File: src/rtl/cordic_vec_postproc_pkg.sv
// rtl/cordic_vec_postproc_pkg.sv - shared constants, tag encodings and FSM states for the CORDIC vectoring post-processor
package cordic_vec_postproc_pkg;

    localparam int FRAC   = 11;
    localparam int K_INV  = 1244;
    localparam int PI     = 6434;
    localparam int TWO_PI = 2 * PI;

    // quad_in bit positions from the pre-rotation stage
    localparam int QUAD_CORR_BIT = 1;
    localparam int QUAD_SIGN_BIT = 0;

    typedef enum logic [1:0] {
        ST_IDLE = 2'd0,
        ST_BUSY = 2'd1,
        ST_DONE = 2'd2
    } state_t;

endpackage

File: src/rtl/cordic_shift_add_mul.sv
// rtl/cordic_shift_add_mul.sv - sequential unsigned shift-add multiply by a constant, one operand bit per clock
module cordic_shift_add_mul #(
    parameter int          W = 16,
    parameter logic [W-1:0] K = 16'd1244
) (
    input  logic           clk,
    input  logic           rst,
    input  logic           start,
    input  logic [W-1:0]   op_in,
    output logic           busy,
    output logic           done,
    output logic [2*W-1:0] product
);

    localparam int CW = $clog2(W);

    logic [W-1:0]   op;
    logic [2*W-1:0] acc;
    logic [2*W-1:0] addend;
    logic [2*W-1:0] acc_next;
    logic [CW-1:0]  cnt;

    assign addend   = op[0] ? ({{W{1'b0}}, K} << cnt) : '0;
    assign acc_next = acc + addend;
    // done and product look one step ahead so the caller can capture the final sum on the last edge
    assign done     = busy && (cnt == CW'(W - 1));
    assign product  = acc_next;

    always_ff @(posedge clk) begin
        if (!rst) begin
            busy <= 1'b0;
            op   <= '0;
            acc  <= '0;
            cnt  <= '0;
        end else if (start) begin
            busy <= 1'b1;
            op   <= op_in;
            acc  <= '0;
            cnt  <= '0;
        end else if (busy) begin
            acc <= acc_next;
            op  <= op >> 1;
            cnt <= cnt + 1'b1;
            if (done) begin
                busy <= 1'b0;
            end
        end
    end

endmodule

File: src/rtl/cordic_vec_postproc.sv
// rtl/cordic_vec_postproc.sv - gain-compensated magnitude and full-range phase from the last vectoring CORDIC stage
module cordic_vec_postproc
    import cordic_vec_postproc_pkg::*;
#(
    parameter int WIDTH = 16
) (
    input  logic                    clk,
    input  logic                    rst,
    input  logic                    in_valid,
    output logic                    in_ready,
    input  logic signed [WIDTH-1:0] x_in,
    input  logic signed [WIDTH-1:0] theta_in,
    input  logic [1:0]              quad_in,
    output logic                    out_valid,
    input  logic                    out_ready,
    output logic signed [WIDTH-1:0] mag_out,
    output logic signed [WIDTH-1:0] phase_out
);

    localparam int PW = WIDTH + 2;
    localparam logic signed [PW-1:0] PI_W     = PW'(PI);
    localparam logic signed [PW-1:0] TWO_PI_W = PW'(TWO_PI);
    localparam logic [2*WIDTH-1:0]   HALF_LSB = (2*WIDTH)'(1) << (FRAC - 1);
    localparam logic [2*WIDTH-1:0]   MAG_MAX  = (2*WIDTH)'((1 << (WIDTH - 1)) - 1);

    state_t state, next_state;

    logic                 mul_start, mul_busy, mul_done;
    logic [WIDTH-1:0]     op_in;
    logic [2*WIDTH-1:0]   product, rounded, shifted;
    logic [WIDTH-1:0]     mag_sat;
    logic signed [PW-1:0] theta_ext, corr, t_raw, t_wrap;
    logic [WIDTH-1:0]     phase_pend;

    // negative X means the vector never reached the positive half-plane: clamp to zero
    assign op_in = x_in[WIDTH-1] ? '0 : x_in;

    cordic_shift_add_mul #(
        .W (WIDTH),
        .K (WIDTH'(K_INV))
    ) u_mul (
        .clk     (clk),
        .rst     (rst),
        .start   (mul_start),
        .op_in   (op_in),
        .busy    (mul_busy),
        .done    (mul_done),
        .product (product)
    );

    assign rounded = product + HALF_LSB;
    assign shifted = rounded >> FRAC;
    assign mag_sat = (shifted > MAG_MAX) ? WIDTH'(MAG_MAX) : WIDTH'(shifted);

    always_comb begin
        theta_ext = {{2{theta_in[WIDTH-1]}}, theta_in};
        corr      = '0;
        if (quad_in[QUAD_CORR_BIT]) begin
            corr = quad_in[QUAD_SIGN_BIT] ? -PI_W : PI_W;
        end
        t_raw  = theta_ext + corr;
        t_wrap = t_raw;
        if (t_raw > PI_W) begin
            t_wrap = t_raw - TWO_PI_W;
        end else if (t_raw <= -PI_W) begin
            t_wrap = t_raw + TWO_PI_W;
        end
    end

    always_comb begin
        next_state = state;
        in_ready   = 1'b0;
        out_valid  = 1'b0;
        mul_start  = 1'b0;
        case (state)
            ST_IDLE: begin
                in_ready = !mul_busy;
                if (in_valid && !mul_busy) begin
                    mul_start  = 1'b1;
                    next_state = ST_BUSY;
                end
            end
            ST_BUSY: begin
                if (mul_done) begin
                    next_state = ST_DONE;
                end
            end
            ST_DONE: begin
                out_valid = 1'b1;
                if (out_ready) begin
                    next_state = ST_IDLE;
                end
            end
            default: next_state = ST_IDLE;
        endcase
    end

    always_ff @(posedge clk) begin
        if (!rst) begin
            state      <= ST_IDLE;
            mag_out    <= '0;
            phase_out  <= '0;
            phase_pend <= '0;
        end else begin
            state <= next_state;
            if (mul_start) begin
                phase_pend <= WIDTH'(t_wrap);
            end
            if (state == ST_BUSY && mul_done) begin
                mag_out   <= mag_sat;
                phase_out <= phase_pend;
            end
        end
    end

endmodule

File: config.mk
export PLATFORM = sky130hd
export DESIGN_NAME = cordic_vec_postproc
export DESIGN_NICKNAME = d
export VERILOG_FILES = /design/src/rtl/cordic_vec_postproc_pkg.sv /design/src/rtl/cordic_shift_add_mul.sv /design/src/rtl/cordic_vec_postproc.sv
export SDC_FILE = /design/constraint.sdc
export NUM_CORES = 1
export LEC_CHECK = 0
export ABC_AREA = 1
export BUFFER_PORTS_ARGS = -buffer_cell sky130_fd_sc_hd__buf_2
export CAP_MARGIN = 25
export CORE_MARGIN = 1
export CORE_UTILIZATION = 29
export DETAILED_ROUTE_END_ITERATION = 7
export GPL_ROUTABILITY_DRIVEN = 0
export HOLD_SLACK_MARGIN = 0.15
export MAX_ROUTING_LAYER = met4
export SLEW_MARGIN = 0
export SYNTH_ARGS = -nofsm -noshare
export SYNTH_HDL_FRONTEND = slang
export SYNTH_HIERARCHICAL = 1
export SYNTH_SLANG_ARGS = --single-unit
File: constraint.sdc
create_clock -name clk -period 4.8 [get_ports clk]
set_clock_uncertainty 0.15 [all_clocks]
set_input_delay 0.72 -clock clk [delete_from_list [all_inputs] [get_ports clk]]
set_output_delay 0.72 -clock clk [all_outputs]
set_load 0.02 [all_outputs]
# [After elaboration in Yosys (flattened, before gate mapping)]
# Cells that the tools add are included.
[classes] n_bitwise=1 addsub=6 eq_ne=6 n_reduce_logical=8 mux=20 n_lt_le_gt_ge=3 shifts=1
[op_table] cell="$mux 16" n=5
[op_table] cell="$mux 18" n=2
[op_table] cell="$add 32x11->32 const B" n=1
[op_table] cell="$add 32x32->32" n=1
[op_table] cell="$mux 32" n=1
[op_table] cell="$shl 11x4->32 const A" n=1
[op_table] cell="$gt 21x15->1 const B" n=1
[op_table] cell="$add 16x18->18" n=1
[op_table] cell="$gt 18x14->1 const B" n=1
[op_table] cell="$le 18x14->1 const B" n=1
[op_table] cell="$add 16x15->16 const B" n=1
[op_table] cell="$sub 16x15->16 const B" n=1
[op_table] cell="$mux 15" n=1
[op_table] cell="$mux 1" n=7
[op_table] cell="$mux 2" n=3
[op_table] cell="$ne 2x2->1 const B" n=3
[op_table] cell="$pmux 2 s3" n=1
[op_table] cell="$add 4x1->4 const B" n=1
[op_table] cell="$eq 4x4->1 const B" n=1
[op_table] cell="$logic_and 1x1->1" n=3
[op_table] cell="$reduce_and 3->1" n=1
[op_table] cell="$eq 2x1->1 const B" n=1
[op_table] cell="$eq 2x2->1 const B" n=1
[op_table] cell="$logic_not 2->1" n=1
[op_table] cell="other kinds (4)" n=4
[totals] in_bits=38 out_inout_bits=34 elab_cells=53 ff_bits=103

# [Depth between registers and ports, before layout]
[depth] ltp_word=6 mapped_depth=29 depth_no_buf=28

# [By module]
# Netlist, hierarchy kept.
[by_module_without_submodules] module="cordic_shift_add_mul" seq_area_each_um2=1021.0 cells_each=771 area_each_um2=4431.8 instances=1
[by_module_without_submodules] module="cordic_vec_postproc" seq_area_each_um2=1001.0 cells_each=749 area_each_um2=4101.4 instances=1

# [Worst setup path before layout]
# OpenSTA, ideal clock, no wires.
[synth_path] path_type="register to register" from="register u_mul.cnt[3]" to="register mag_out[0]" path_stages_with_launch=30 setup_slack_ns=0.389 path_buffers=2 setup_time_ns=0.115 t_required_ns=4.535 arrival_ns=4.145 period_less_slack_ns=4.411 path_cell_list="dfxtp_1 > inv_1 > nand2_1 > clkbuf_1 > nor2_1 > ha_1 > inv_1 > fa_1 > inv_1 > nand3_1 > nand3_1 > nand2_1 > nand2_1 > xor2_1 > ha_1 > nand3_1 > nor3_1 > inv_1 > nor2_1 > nand3_1 > nor3_1 > nand3_1 > xor2_1 > nand2_1 > nor2_1 > nand2_1 > nand3b_1 > buf_2 > o21ai_0 > inv_1"
[synth_between] elab_chain_len=6 word_cells_on_any_way=9 cone_classes="2 x add/sub; 1 x order compare; 1 x eq/ne; 1 x shift; 2 x mux; 2 x reduce/logical"
[synth_rtl] item="start: declaration" line="cordic_shift_add_mul.sv:21" rtl="logic [CW-1:0] cnt;"
[synth_rtl] item="start signal: assignment" line="cordic_shift_add_mul.sv:43" rtl="cnt <= cnt + 1'b1;"
[synth_rtl] item="$shl 11x4->32 (*)" line="cordic_shift_add_mul.sv:23" rtl="assign addend = op[0] ? ({{W{1'b0}}, K} << cnt) : '0;"
[synth_rtl] item="$mux 32 (*)" line="cordic_shift_add_mul.sv:23"
[synth_rtl] item="$add 32x32->32 (*)" line="cordic_shift_add_mul.sv:24" rtl="assign acc_next = acc + addend;"
[synth_rtl] item="net product[10]" line="cordic_vec_postproc.sv:30" rtl="logic [2*WIDTH-1:0] product, rounded, shifted;"
[synth_rtl] item="$add 32x11->32 (*)" line="cordic_vec_postproc.sv:51" rtl="assign rounded = product + HALF_LSB;"
[synth_rtl] item="$gt 21x15->1" line="cordic_vec_postproc.sv:53" rtl="assign mag_sat = (shifted > MAG_MAX) ? WIDTH'(MAG_MAX) : WIDTH'(shifted);"
[synth_rtl] item="$mux 16 (*)" line="cordic_vec_postproc.sv:53"
[synth_rtl] item="end signal: assignment" line="cordic_vec_postproc.sv:110" rtl="mag_out <= mag_sat;"
[synth_rtl] item="end: declaration" line="cordic_vec_postproc.sv:16" rtl="output logic signed [WIDTH-1:0] mag_out,"
# The timed path passes the listed nets; every way through them passes the cells marked *.
# A chain may end at the register's enable or synchronous reset.

# [Worst setup path in the final report]
[layout_path] from="register u_mul.cnt[0]" to="register mag_out[1]"
[layout_between] elab_chain_len=6 word_cells_on_any_way=9 cone_classes="2 x add/sub; 1 x order compare; 1 x eq/ne; 1 x shift; 2 x mux; 2 x reduce/logical"
[layout_rtl] item="$shl 11x4->32" line="cordic_shift_add_mul.sv:23"
[layout_rtl] item="$mux 32" line="cordic_shift_add_mul.sv:23"
[layout_rtl] item="$add 32x32->32" line="cordic_shift_add_mul.sv:24"
[layout_rtl] item="net product[15]" line="cordic_vec_postproc.sv:30"
[layout_rtl] item="$add 32x11->32" line="cordic_vec_postproc.sv:51"
[layout_rtl] item="$gt 21x15->1" line="cordic_vec_postproc.sv:53"
[layout_rtl] item="$mux 16" line="cordic_vec_postproc.sv:53"
# The timed path passes the listed nets, and every way through them passes these cells.

==> results.py <==
metrics = {
    "outcome": {
        "status": "completed",
    },
    "clock_network": {
        "cts_root_buf": "clkbuf_16",
        "insertion_delay_ps": 350,
        "postCtsHoldBufs": 0,
        "cts_buffers": 9,
        "clkSinkCount": 101,
        "clk_pin_slew_ps": 80,
        "clock_path_buffers": 2,
        "htree_levels": 3,
        "tritoncts": "done",
    },
    "setup_path": {
        "worst-path-max-fanout": 15,
        "cp_data_arrival_time_ps": 4570,
        "cp_slowest_cell": "dfxtp_1",
        "crit-reg2reg-launch": "u_mul/cnt[0]",
        "critPathLaunchType": "flop",
        "crit_start": "u_mul/cnt[0]",
        "slowest_delay_ps": 330,
        "ff2ff_path_depth": 28,
        "critPathRequiredTime_ps": 4910,
        "crit_path_end_kind": "flop",
        "criticalPathCategory": "reg -> reg",
        "crit_top_cell": "nand2_1",
    },
    "timing": {
        "worst_slew_pin_slew_ps": 795,
        "setup_violations": 0,
        "report.final.slew_viol_count": 0,
        "slew_headroom": 0.469,
        "tns_ps": 0,
        "fin_crit_ps": 4460,
        "post-route-period-util": 0.930,
        "timing.fmax_mhz": 224,
        "hold_viol": 0,
    },
    "finish": {
        "syn_to_final_growth_pct": 16.1,
        "fin_util": 0.343,
        "final_common_cell": "nand2_1",
        "drive_above_1_share": 0.119,
        "nets": 1663,
        "diodes": 0,
        "final_cell_mix": "nand2_1 (422), inv_1 (253), nor2_1 (246)",
    },
    "logic_synthesis": {
        "synth_fp_nets": 1593,
        "netlist_instances": 1516,
        "yosysWarnings": 6,
        "avgSynthCellArea_um2": 5.61,
        "syn_area_um2": 8510,
    },
    "floorplan": {
        "die_y_um": 173,
        "io_pins": 72,
        "die_x_um": 173,
        "row_count": 62,
        "start_util": 0.296,
        "core-area_um2": 28800,
        "dieArea_um2": 30000,
    },
    "placement": {
        "portBuffers": 71,
        "hpwl_um": 18900,
    },
    "route": {
        "drc": 0,
        "dr.pass1.iters": 7,
        "wl_met1_um": 11400,
        "viasPerCell": 4.61,
        "topRoutingLayerUsed": "met4",
        "drtAntennaViolNets": 0,
        "vias": 9113,
        "wirelength_um": 24300,
        "wire_per_inst_um": 12.3,
        "dr.first_iter.drc_count": 609,
        "wl_met3_um": 802,
        "route.met2.wl_um": 11800,
    },
    "power": {
        "irDropWorstVdd_uv": 185,
        "power_uw": 2350,
        "p_sw_frac": 0.365,
        "leakage_uw": 0.00542,
        "switching_power_uw": 859,
        "power_density_nw_per_um2": 238,
        "p_comb_frac": 0.287,
        "p_int_uw": 1500,
        "seqPwrFrac": 0.393,
        "clock_power_share": 0.320,
    },
    "grt": {
        "grt.total_usage": 0.169,
        "grt_max_degree": 52,
        "grt_overflow": 0,
        "grt_pass1_vias": 8506,
        "antenna_found_initial": 0,
        "grt_pass1_wl_um": 40500,
    },
    "job": {
        "cap_violations": 0,
    },
    "worst_hold_path": {
        "min_path_cells": 2,
        "worstHoldStart": "mag_out[15]",
        "min_path_type": "reg -> reg",
    },
}
-- layout make-up --
type | instances | area [um^2]
tap | 384 | 480
fill | 3161 | 18900
sequential | 101 | 2020
timing repair buffer | 99 | 569
clock buffer | 9 | 225
multi-input combinational | 1111 | 5500
inverter | 264 | 991
clock inverter | 7 | 91.3
-- power groups by stage --
stage	clock network, uW	registers (uW)	logic (uW)
6_report	753	926	676
3_5_place_dp	0	945	654
3_3_place_gp	0	944	646
4_1_cts	779	926	658
2_1_floorplan	0	936	493
5_1_grt	809	932	773
-- stage by stage --
step                      instances  worst slack, ps  instance area (um^2)  hold WS, ps
after global placement         1957              111                  9360          272
after global routing           1975            -42.2                  9880          314
after floorplan                1516              389                  8510          280
after detailed placement       1957            -15.1                  9360          276
final                          1975              338                  9880          286
after CTS                      1973            0.785                  9690          289
-- registers in the layout (all words and copies together), names as in the netlist --
register / flops
state: 2
phase_out: 16
u_mul/acc: 30
u_mul/op: 16
u_mul/busy: 1
phase_pend: 16
mag_out: 16
u_mul/cnt: 4
-- path summary, 6_finish.rpt --
check / slack, ps / endpoint
setup / recovery: 340 / mag_out[1]
hold / removal: 290 / mag_out[15]
setup reg to reg: 340 / mag_out[1]
hold reg to reg: 290 / mag_out[15]
-- worst max-delay path, delay by kind of cell (launching register included) --
family	cells	cell delay [ps]
buffers and inverters	7	780
AOI/OAI and AO/OA	3	400
and+or+nand+nor	14	1710
xor gates and xnor gates	2	410
adders and majority gates	2	630
DFF	1	330
-- timing repair --
| item | in CTS | in global routing |
|---|---|---|
| pin swaps | 0 | 8 |
| endpoints found under the setup margin | 15 | 15 |
| gates cloned | 0 | 0 |
| resized for setup | 1 | 49 |
| buffers inserted | 0 | 2 |
-- layer usage --
metal / vias to the layer above / track usage
met5: - / -
met3: 26 / 0.0239
met1: 4107 / 0.206
li1: 4846 / -
met2: 134 / 0.292
met4: 0 / 0.0402
Power figures use the tool's default switching activity.
